===== config.mk =====
export PLATFORM = sky130hd
export DESIGN_NAME = a_stage_buf
export DESIGN_NICKNAME = d
export VERILOG_FILES = /design/src/rtl/a_stage_buf.sv
export SDC_FILE = /design/constraint.sdc
export NUM_CORES = 1
export LEC_CHECK = 0
export CORE_ASPECT_RATIO = 1.1
export CORE_UTILIZATION = 40
export CTS_CLUSTER_SIZE = 20
export DETAILED_ROUTE_END_ITERATION = 12
export GPL_ROUTABILITY_DRIVEN = 0
export PLACE_DENSITY = 0.67
export SLEW_MARGIN = 20
export SYNTH_ARGS = -nofsm -noshare
export SYNTH_HDL_FRONTEND = slang
export SYNTH_SLANG_ARGS = --single-unit

===== constraint.sdc =====
create_clock -name clk -period 3.2 [get_ports clk]
set_clock_uncertainty 0.05 [all_clocks]
set_input_delay 0.48 -clock clk [delete_from_list [all_inputs] [get_ports clk]]
set_output_delay 0.48 -clock clk [all_outputs]
set_load 0.03 [all_outputs]

===== src/rtl/a_stage_buf.sv =====
`default_nettype none
// ============================================================================
// Module      : a_stage_buf
// Description : Elastic pipeline stage. A DEPTH-entry circular buffer sits
//               between two valid/stall handshakes. stall_o, v_o and count
//               come straight from flops, so a downstream stall never reaches
//               upstream in the same cycle. Supports flush and reports
//               occupancy.
// Revision    : 1.0 - initial release
// ============================================================================
module a_stage_buf #(
  parameter int WORD  = 32,
  parameter int DEPTH = 2,
  parameter int CW    = $clog2(DEPTH + 1)
) (
  input  logic            clk,
  input  logic            rst,
  input  logic            flush,
  input  logic            v_i,
  input  logic [WORD-1:0] data_i,
  output logic            stall_o,
  output logic            v_o,
  output logic [WORD-1:0] data_o,
  input  logic            stall_i,
  output logic [CW-1:0]   count
);

  localparam int            PW     = (DEPTH > 1) ? $clog2(DEPTH) : 1;
  localparam logic [PW-1:0] C_LAST = PW'(DEPTH - 1);
  localparam logic [CW-1:0] C_FULL = CW'(DEPTH);

  logic [WORD-1:0] r_mem [DEPTH];
  logic [PW-1:0]   r_wr_ptr;
  logic [PW-1:0]   r_rd_ptr;
  logic [CW-1:0]   r_count;
  logic            r_full;
  logic            r_valid;

  logic            w_push;
  logic            w_pop;
  logic [PW-1:0]   w_wr_inc;
  logic [PW-1:0]   w_rd_inc;
  logic [CW-1:0]   w_count_nxt;

  // Handshakes are qualified only by registered state, never by the opposite
  // side's input, which keeps stall_i -> stall_o free of any combinational path.
  assign w_push = v_i & ~r_full & ~flush & ~rst;
  assign w_pop  = r_valid & ~stall_i & ~flush & ~rst;

  // Pointers wrap explicitly so DEPTH need not be a power of two.
  assign w_wr_inc = (r_wr_ptr == C_LAST) ? '0 : r_wr_ptr + PW'(1);
  assign w_rd_inc = (r_rd_ptr == C_LAST) ? '0 : r_rd_ptr + PW'(1);

  // Next occupancy: simultaneous push and pop leave the count unchanged.
  always_comb begin
    w_count_nxt = r_count;
    case ({w_push, w_pop})
      2'b10:   w_count_nxt = r_count + CW'(1);
      2'b01:   w_count_nxt = r_count - CW'(1);
      default: w_count_nxt = r_count;
    endcase
  end

  // Control state; rst and flush both empty the buffer, rst taking priority.
  always_ff @(posedge clk) begin
    if (rst || flush) begin
      r_wr_ptr <= '0;
      r_rd_ptr <= '0;
      r_count  <= '0;
      r_full   <= 1'b0;
      r_valid  <= 1'b0;
    end else begin
      if (w_push) r_wr_ptr <= w_wr_inc;
      if (w_pop)  r_rd_ptr <= w_rd_inc;
      r_count <= w_count_nxt;
      r_full  <= (w_count_nxt == C_FULL);
      r_valid <= (w_count_nxt != '0);
    end
  end

  // Storage write; contents are not cleared, the valid flag masks stale data.
  always_ff @(posedge clk) begin
    if (w_push) r_mem[r_wr_ptr] <= data_i;
  end

  assign stall_o = r_full;
  assign v_o     = r_valid;
  assign data_o  = r_valid ? r_mem[r_rd_ptr] : '0;
  assign count   = r_count;

endmodule
`default_nettype wire


==> impl_metrics.py, run 1 <==
metrics = {
    "placement": {
        "place_hpwl_mm": 2.94,
        "port_buffers": 72,
    },
    "critical_path": {
        "start_kind": "flip-flop",
        "crit_type": "flip-flop to primary output",
        "endpoint": "data_o[5]",
        "path_depth": 4,
        "max_stage_delay_ns": 0.69,
        "r2r_setup_slack_ns": 1.38,
        "crit_required_ns": 2.67,
        "arrival_ns": 2.04,
        "r2r_end": "v_o",
        "cp-end-kind": "primary output",
        "r2r-start": "v_o",
        "cp_num_buf_inv": 2,
        "cpLargestDelayFamily": "buffers and inverters",
        "cp_max_fo": 25,
        "r2r_cells": 7,
        "cp_cell_sequence": "buf_12 -> mux2i_1 -> nor2b_1 -> clkdlybuf4s50_1",
        "critPathSlowestCell": "clkdlybuf4s50_1",
    },
    "timing": {
        "maxSlewViolCount": 0,
        "finalSetupTns_ns": 0,
        "setup_violations": 0,
        "max_freq_ghz": 0.389,
        "tightest_slew_ns": 0.766,
        "maxSlewHeadroom_pct": 48.9,
        "finalCriticalPeriod_ns": 2.57,
        "rsz0062_at_grt": "false",
        "finalHoldWorstSlack_ns": 0.464,
        "hold_violations": 0,
        "period_share_pct": 80.2,
    },
    "logic_synthesis": {
        "postSynthCellCount": 170,
        "synth_nets": 208,
        "ys_warn_count": 0,
        "synth_top_area_share_pct": 68.9,
        "ys_seq_area_share_pct": 73.9,
        "synth.area.top_cells": "edfxtp_1 69%, mux2i_1 11%, nor2b_1 8.3%, dfxtp_1 5.0%, xnor2_1 1.3%",
        "syn_area_mm2": 0.00279,
        "netlist-cell-type-count": 20,
        "yosys.area.top_type": "edfxtp_1",
        "ys_ff_latch": 71,
        "avgSynthCellArea_um2": 16.4,
    },
    "grt": {
        "antenna_found_initial": 0,
        "grt_pass1_wl_mm": 6.71,
        "grt_pass1_vias": 1419,
        "track_usage_pct": 13.2,
        "overflow": 0,
        "grt_max_degree": 33,
    },
    "routing": {
        "ant_nets": 0,
        "drt-vias-per-instance": 4.65,
        "dr.first_iter.drc_count": 54,
        "wl_mm": 4.52,
        "drc": 0,
        "wl_per_cell_um": 13.4,
        "vias": 1564,
        "first_pass_iters": 4,
    },
    "clock_network": {
        "clkTransAtPathRegs_ns": 0.07,
        "cts-buffers-inserted": 9,
        "clock_path_buffers": 2,
        "cts_resized": 0,
        "insertion_delay_ns": 0.33,
        "hold_buffers": 0,
        "htreeDepth": 3,
        "cts-root-buf": "clkbuf_8",
        "cts.sinks": 71,
        "cts_tree": "done",
        "post_cts_buffers": 0,
    },
    "final_layout": {
        "syn_to_final_growth_pct": 35.5,
        "layout_common_cells": "72 x clkdlybuf4s50_1, 64 x edfxtp_1, 37 x nor2b_1",
        "finish.utilization_pct": 56.6,
        "layout_commonest_cell": "clkdlybuf4s50_1",
        "fillCellCount": 557,
        "nets": 287,
        "multi_input_area_um2": 693,
        "drive_above_1_share_pct": 7.87,
        "seqCellArea_mm2": 0.00206,
        "num_antenna_cells": 0,
    },
    "pwr": {
        "p_leak_nw": 1.18,
        "peakVddDrop_mv": 0.288,
        "pwr_density_cell_mw_per_mm2": 454,
        "total_power_mw": 1.71,
    },
    "floorplan": {
        "start_util_pct": 41.8,
        "core_area_mm2": 0.00667,
        "die_width_um": 81.6,
        "num_rows": 31,
        "num_io_pins": 73,
        "dieArea_mm2": 0.00731,
        "die_h_um": 89.6,
    },
    "worst_hold_path": {
        "hp-class": "flip-flop to flip-flop",
    },
    "run_status": {
        "outcome": "complete, no violations",
    },
    "flow_run": {
        "cap_viol_max_count": 0,
    },
}
[report_power, final]
group          internal [mW]  switching, mW
sequential              1.03        0.00490
combinational         0.0628         0.0474
clock                  0.273          0.298
total                   1.36          0.350
[routing by layer]
| metal | track usage [%] | vias up | share of wire (%) |
|---|---|---|---|
| met5 | 0 | - | 0 |
| met4 | 9.57 | 0 | 2.7 |
| met3 | 3.84 | 9 | 4.9 |
| met2 | 20.8 | 45 | 51 |
| met1 | 15.5 | 735 | 42 |
| li1 | - | 775 | - |
[state kept, by name, indices dropped and copies added, names as in the netlist, named ones only]
signal / count
r_mem: 64
count: 2
r_rd_ptr: 1
r_wr_ptr: 1
stall_o: 1
v_o: 1
[stage by stage]
stage	std cells	worst slack, ns	instance area, µm²
floorplan	170	0.595	2790
global placement	320	0.823	3620
detailed placement	320	0.805	3620
CTS	336	0.610	3780
global route	336	0.557	3780
finish	336	0.632	3780
[worst min-delay path, delay by kind of cell, from the launching register on]
| family | cells | cell delay (ns) |
|---|---|---|
| XOR/XNOR | 1 | 0.08 |
| flip-flops | 1 | 0.33 |
| AND/OR/NAND/NOR | 1 | 0.07 |
[cell families after synthesis]
family / after synthesis / synth area share (%)
DFF: 71 / 73.9
adders and majority gates: 1 / 0.449
xor gates and xnor gates: 4 / 1.26
buffers and inverters: 8 / 1.52
AOI/OAI and AO/OA: 4 / 0.897
and+or+nand+nor: 50 / 10.5
muxes: 32 / 11.5
[Yosys cell counts]
cell type / instances
edfxtp_1: 64
nor2b_1: 37
mux2i_1: 32
dfxtp_1: 7
nor2_1: 7
clkbuf_1: 4
xnor2_1: 4
buf_4: 3
a211oi_1: 1
a21oi_1: 1
a22oi_1: 1
and2_1: 1
and3_1: 1
buf_2: 1
ha_1: 1
nand2_1: 1
nor3_1: 1
o21ai_0: 1
or2_2: 1
or3_1: 1
[layout make-up]
cell class              count  share of cell area, %
repair buffers             76                   20.2
flip-flops and latches     71                   54.6
clock buffers              11                   3.48
clock inverters             5                  0.662
well taps                  82                   2.72
multi-input cells          91                   18.3
[worst min path at each step]
| stage | startpoint | depth (start not counted) | to | slack, ns |
|---|---|---|---|---|
| after floorplan | r_rd_ptr | 2 | flip-flop | 0.43 |
| after global placement | r_rd_ptr | 2 | r_rd_ptr | 0.45 |
| after detailed placement | r_rd_ptr | 2 | r_rd_ptr | 0.45 |
| after CTS | r_rd_ptr | 2 | r_rd_ptr | 0.47 |
| after global routing | r_rd_ptr | 2 | r_rd_ptr | 0.50 |
| final | r_rd_ptr | 2 | r_rd_ptr | 0.46 |
Power figures use the tool's default switching activity.
==> run 2, diff against run 1 <==
clock period = 2.4 ns   (was 3.2 ns; I/O delays follow)
==> impl_metrics.py, run 2 (synthesis gave the netlist of run 1 again) <==
metrics = {
    "timing": {
        "setup_violations": 0,
        "period_share_pct": 94.4,
        "finalSetupTns_ns": 0,
        "finalCriticalPeriod_ns": 2.27,
        "tightest_slew_ns": 0.321,
        "rsz0062_at_grt": "false",
        "maxSlewViolCount": 0,
        "maxSlewHeadroom_pct": 78.5,
        "hold_violations": 0,
        "max_freq_ghz": 0.441,
    },
    "clock_network": {
        "cts-root-buf": "clkbuf_8",
        "hold_buffers": 0,
        "clkTransAtPathRegs_ns": 0.07,
        "clock_path_buffers": 2,
        "post_cts_buffers": 0,
        "cts-buffers-inserted": 9,
        "insertion_delay_ns": 0.34,
        "cts_tree": "done",
        "cts_resized": 1,
        "htreeDepth": 3,
        "cts.sinks": 71,
    },
    "pwr": {
        "switching_share_pct": 19.8,
        "clkPwrFrac_pct": 39.9,
        "p_int_mw": 2.04,
        "pwr_density_cell_mw_per_mm2": 657,
        "p_sw_mw": 0.503,
        "peakVddDrop_mv": 0.433,
        "combinationalPowerShare_pct": 5.8,
        "p_leak_nw": 1.22,
        "p_seq_share_pct": 54.3,
    },
    "final_layout": {
        "final_area_mm2": 0.00387,
        "largest_reg_flops": 64,
        "nets": 291,
        "fin_cells": 340,
        "layout_commonest_cell": "clkdlybuf4s50_1",
        "syn_to_final_growth_pct": 38.6,
        "layout_common_cells": "72 x clkdlybuf4s50_1, 64 x edfxtp_1, 37 x nor2b_1",
        "largest_register": "r_mem",
        "drive_above_1_share_pct": 10.9,
        "num_antenna_cells": 0,
    },
    "grt": {
        "grt_max_degree": 23,
        "grt_pass1_vias": 1617,
        "met1_usage_pct": 16.0,
        "use_met2_pct": 25.5,
        "grtUsageMet3_pct": 4.04,
        "overflow": 0,
        "antenna_found_initial": 0,
        "busiest_layer": "met2",
        "track_usage_pct": 14.7,
        "grt_pass1_wl_mm": 7.50,
    },
    "critical_path": {
        "crit_required_ns": 1.99,
        "start_kind": "flip-flop",
        "arrival_ns": 1.86,
        "crit_type": "flip-flop to primary output",
        "cp-end-kind": "primary output",
        "cp_max_fo": 12,
    },
    "placement": {
        "place_hpwl_mm": 3.11,
        "post-place-cells": 324,
        "place_area_mm2": 0.00365,
        "port_buffers": 72,
    },
    "routing": {
        "dr.first_iter.drc_count": 47,
        "drt-vias-per-instance": 4.66,
        "drc": 0,
        "vias": 1583,
        "wl_mm": 4.82,
        "wl_per_cell_um": 14.2,
        "first_pass_iters": 4,
        "ant_nets": 0,
    },
    "floorplan": {
        "die_width_um": 81.6,
        "num_io_pins": 73,
        "core_area_mm2": 0.00667,
        "num_rows": 31,
        "dieArea_mm2": 0.00731,
        "start_util_pct": 41.8,
        "die_h_um": 89.6,
    },
    "flow_run": {
        "cap_viol_max_count": 0,
    },
    "run_status": {
        "outcome": "complete, no violations",
    },
    "worst_hold_path": {
        "hp-class": "flip-flop to flip-flop",
    },
}
-- run 2: cell count changes in the layout (fill, tap and decap cells not counted), sizes merged --
cell      change
bufinv        +2
clkinvlp      +1
buf           +4
clkbuf        -1
clkinv        -2
-- run 2: routing by layer --
layer  share of wire [%]  vias up
li1                    -      784
met3                 5.5       11
met1                  40      735
met4                 2.8        0
met5                   0        -
met2                  52       53
-- run 2: final timing paths --
check        startpoint          to  slack, ns  depth (start not counted)
max           flip-flop  data_o[25]       0.13                          4
min            r_rd_ptr    r_rd_ptr       0.47                          2
max reg2reg     stall_o    count[1]       0.69                          5
min reg2reg    r_rd_ptr    r_rd_ptr       0.47                          2
-- run 2: per-stage QoR --
stage | power [mW] | hold WS [ns] | worst slack, ns | util (%)
5_1_grt | 2.64 | 0.510 | 0.0110 | 58.0
6_report | 2.54 | 0.472 | 0.135 | 58.0
3_5_place_dp | 1.55 | 0.458 | 0.192 | 54.7
3_3_place_gp | 1.55 | 0.445 | 0.261 | 54.7
2_1_floorplan | 1.46 | 0.409 | 0.379 | -
4_1_cts | 2.57 | 0.475 | 0.0779 | 58.0
-- run 2: area by class of cell --
| type | count | area (µm²) |
|---|---|---|
| well taps | 82 | 103 |
| clock buffers | 10 | 128 |
| clock inverters | 6 | 85.1 |
| fillers | 553 | 2810 |
| multi-input cells | 91 | 693 |
| flip-flops and latches | 71 | 2060 |
| repair buffers | 80 | 793 |
-- run 2: power groups by stage --
stage          combinational (mW)  sequential (mW)  clock (mW)
3_5_place_dp                0.149             1.41           0
3_3_place_gp                0.146             1.40           0
6_report                    0.147             1.38        1.01
2_1_floorplan              0.0531             1.41           0
4_1_cts                     0.150             1.38        1.04
5_1_grt                     0.160             1.38        1.10
-- run 2: critical path, cell delays in order, from the launching register on --
cell and delay, ns:
dfxtp_2 0.35, buf_4 0.24, mux2i_1 0.10, nor2b_1 0.14, clkdlybuf4s50_1 0.68
==> run 3, diff against run 2 <==
CTS_BUF_LIST = sky130_fd_sc_hd__clkbuf_4   (was not set)
==> impl_metrics.py, run 3 (synthesis gave the netlist of run 1 again) <==
metrics = {
    "run_status": {
        "outcome": "complete, no violations",
    },
    "final_layout": {
        "syn_to_final_growth_pct": 38.7,
        "nets": 291,
        "finish.utilization_pct": 58.0,
        "largest_reg_flops": 64,
        "num_antenna_cells": 0,
        "drive_above_1_share_pct": 11.2,
        "final_area_mm2": 0.00387,
        "fin_cells": 340,
        "layout_commonest_cell": "edfxtp_1",
        "largest_register": "r_mem",
        "layout_common_cells": "64 x edfxtp_1, 49 x clkdlybuf4s50_1, 37 x nor2b_1",
    },
    "grt": {
        "overflow": 0,
        "track_usage_pct": 14.5,
        "grt_pass1_vias": 1602,
        "antenna_found_initial": 0,
        "grt_max_degree": 23,
        "grt_pass1_wl_mm": 7.38,
    },
    "critical_path": {
        "cpLargestDelayFamily": "buffers and inverters",
        "critPathSlowestCell": "clkdlybuf4s50_1",
        "max_stage_delay_ns": 0.69,
        "cp_cell_sequence": "buf_12 -> mux2i_1 -> nor2b_1 -> clkdlybuf4s50_1",
        "start_kind": "flip-flop",
        "cp_max_fo": 20,
        "cp_num_buf_inv": 2,
        "cp-end-kind": "primary output",
        "crit_required_ns": 1.99,
        "r2r-start": "v_o",
        "arrival_ns": 1.88,
        "crit_type": "flip-flop to primary output",
    },
    "pwr": {
        "clkPwrFrac_pct": 35.6,
        "total_power_mw": 2.37,
        "p_seq_share_pct": 58.2,
        "p_sw_mw": 0.482,
        "p_leak_nw": 1.61,
        "pwr_density_cell_mw_per_mm2": 612,
        "combinationalPowerShare_pct": 6.2,
        "peakVddDrop_mv": 0.391,
        "switching_share_pct": 20.4,
        "p_int_mw": 1.88,
    },
    "placement": {
        "place_hpwl_mm": 3.11,
        "post-place-cells": 324,
        "place_area_mm2": 0.00365,
        "port_buffers": 72,
    },
    "clock_network": {
        "hold_buffers": 0,
        "insertion_delay_ns": 0.41,
        "cts-root-buf": "clkbuf_4",
        "post_cts_buffers": 0,
        "cts_tree": "done",
        "htreeDepth": 3,
        "clock_path_buffers": 2,
        "cts-buffers-inserted": 9,
        "cts.sinks": 71,
        "clkTransAtPathRegs_ns": 0.12,
    },
    "floorplan": {
        "core_area_mm2": 0.00667,
        "die_width_um": 81.6,
        "num_io_pins": 73,
        "die_h_um": 89.6,
        "num_rows": 31,
        "start_util_pct": 41.8,
        "dieArea_mm2": 0.00731,
    },
    "timing": {
        "max_freq_ghz": 0.436,
        "setup_violations": 0,
        "maxSlewHeadroom_pct": 78.5,
        "finalSetupTns_ns": 0,
        "period_share_pct": 95.5,
        "rsz0062_at_grt": "false",
        "tightest_slew_ns": 0.321,
        "maxSlewViolCount": 0,
        "hold_violations": 0,
        "finalCriticalPeriod_ns": 2.29,
    },
    "routing": {
        "vias": 1596,
        "drc": 0,
        "ant_nets": 0,
        "wl_mm": 4.79,
        "first_pass_iters": 4,
        "wl_per_cell_um": 14.1,
        "drt-vias-per-instance": 4.69,
        "dr.first_iter.drc_count": 70,
    },
    "worst_hold_path": {
        "min_from": "data_i[17]",
        "hp-class": "primary input to flip-flop",
    },
    "flow_run": {
        "cap_viol_max_count": 0,
    },
}
-- run 3: metal layers --
metal	track usage, %	routed length [µm]	vias up
li1	-	-	783
met4	9.09	131	0
met2	25.3	2490	52
met1	15.5	1890	750
met5	0	0	-
met3	4.04	272	11
-- run 3: layout make-up --
| type | count | area [µm²] |
|---|---|---|
| tap | 82 | 103 |
| timing repair buffer | 80 | 847 |
| clock buffer | 10 | 75.1 |
| fill | 559 | 2800 |
| clock inverter | 6 | 85.1 |
| sequential | 71 | 2060 |
| multi-input combinational | 91 | 693 |
-- run 3: final timing paths --
check | slack [ns] | depth (start not counted) | end
worst max-delay path | 0.11 | 4 | data_o[17]
worst min-delay path | 0.48 | 1 | r_mem[1][17]
worst max register to register | 0.67 | 5 | count[1]
worst min register to register | 0.48 | 2 | r_rd_ptr
-- run 3: power groups by stage --
stage	Clock (mW)	Sequential, mW	Combinational, mW
detailed placement	0	1.41	0.149
floorplan	0	1.41	0.0531
global placement	0	1.40	0.146
CTS	0.867	1.38	0.150
global route	0.924	1.38	0.159
finish	0.843	1.38	0.146
-- run 3: per-stage QoR --
stage	setup WS (ns)	hold WS [ns]
CTS	0.00482	0.439
global route	0.00129	0.451
detailed placement	0.192	0.458
finish	0.109	0.476
floorplan	0.379	0.409
global placement	0.261	0.445
-- run 3: repair_timing --
item | 4_1_cts | 5_1_grt
gates cloned | 0 | 0
endpoints found under the setup margin | 26 | 22
gates resized for setup | 2 | 22
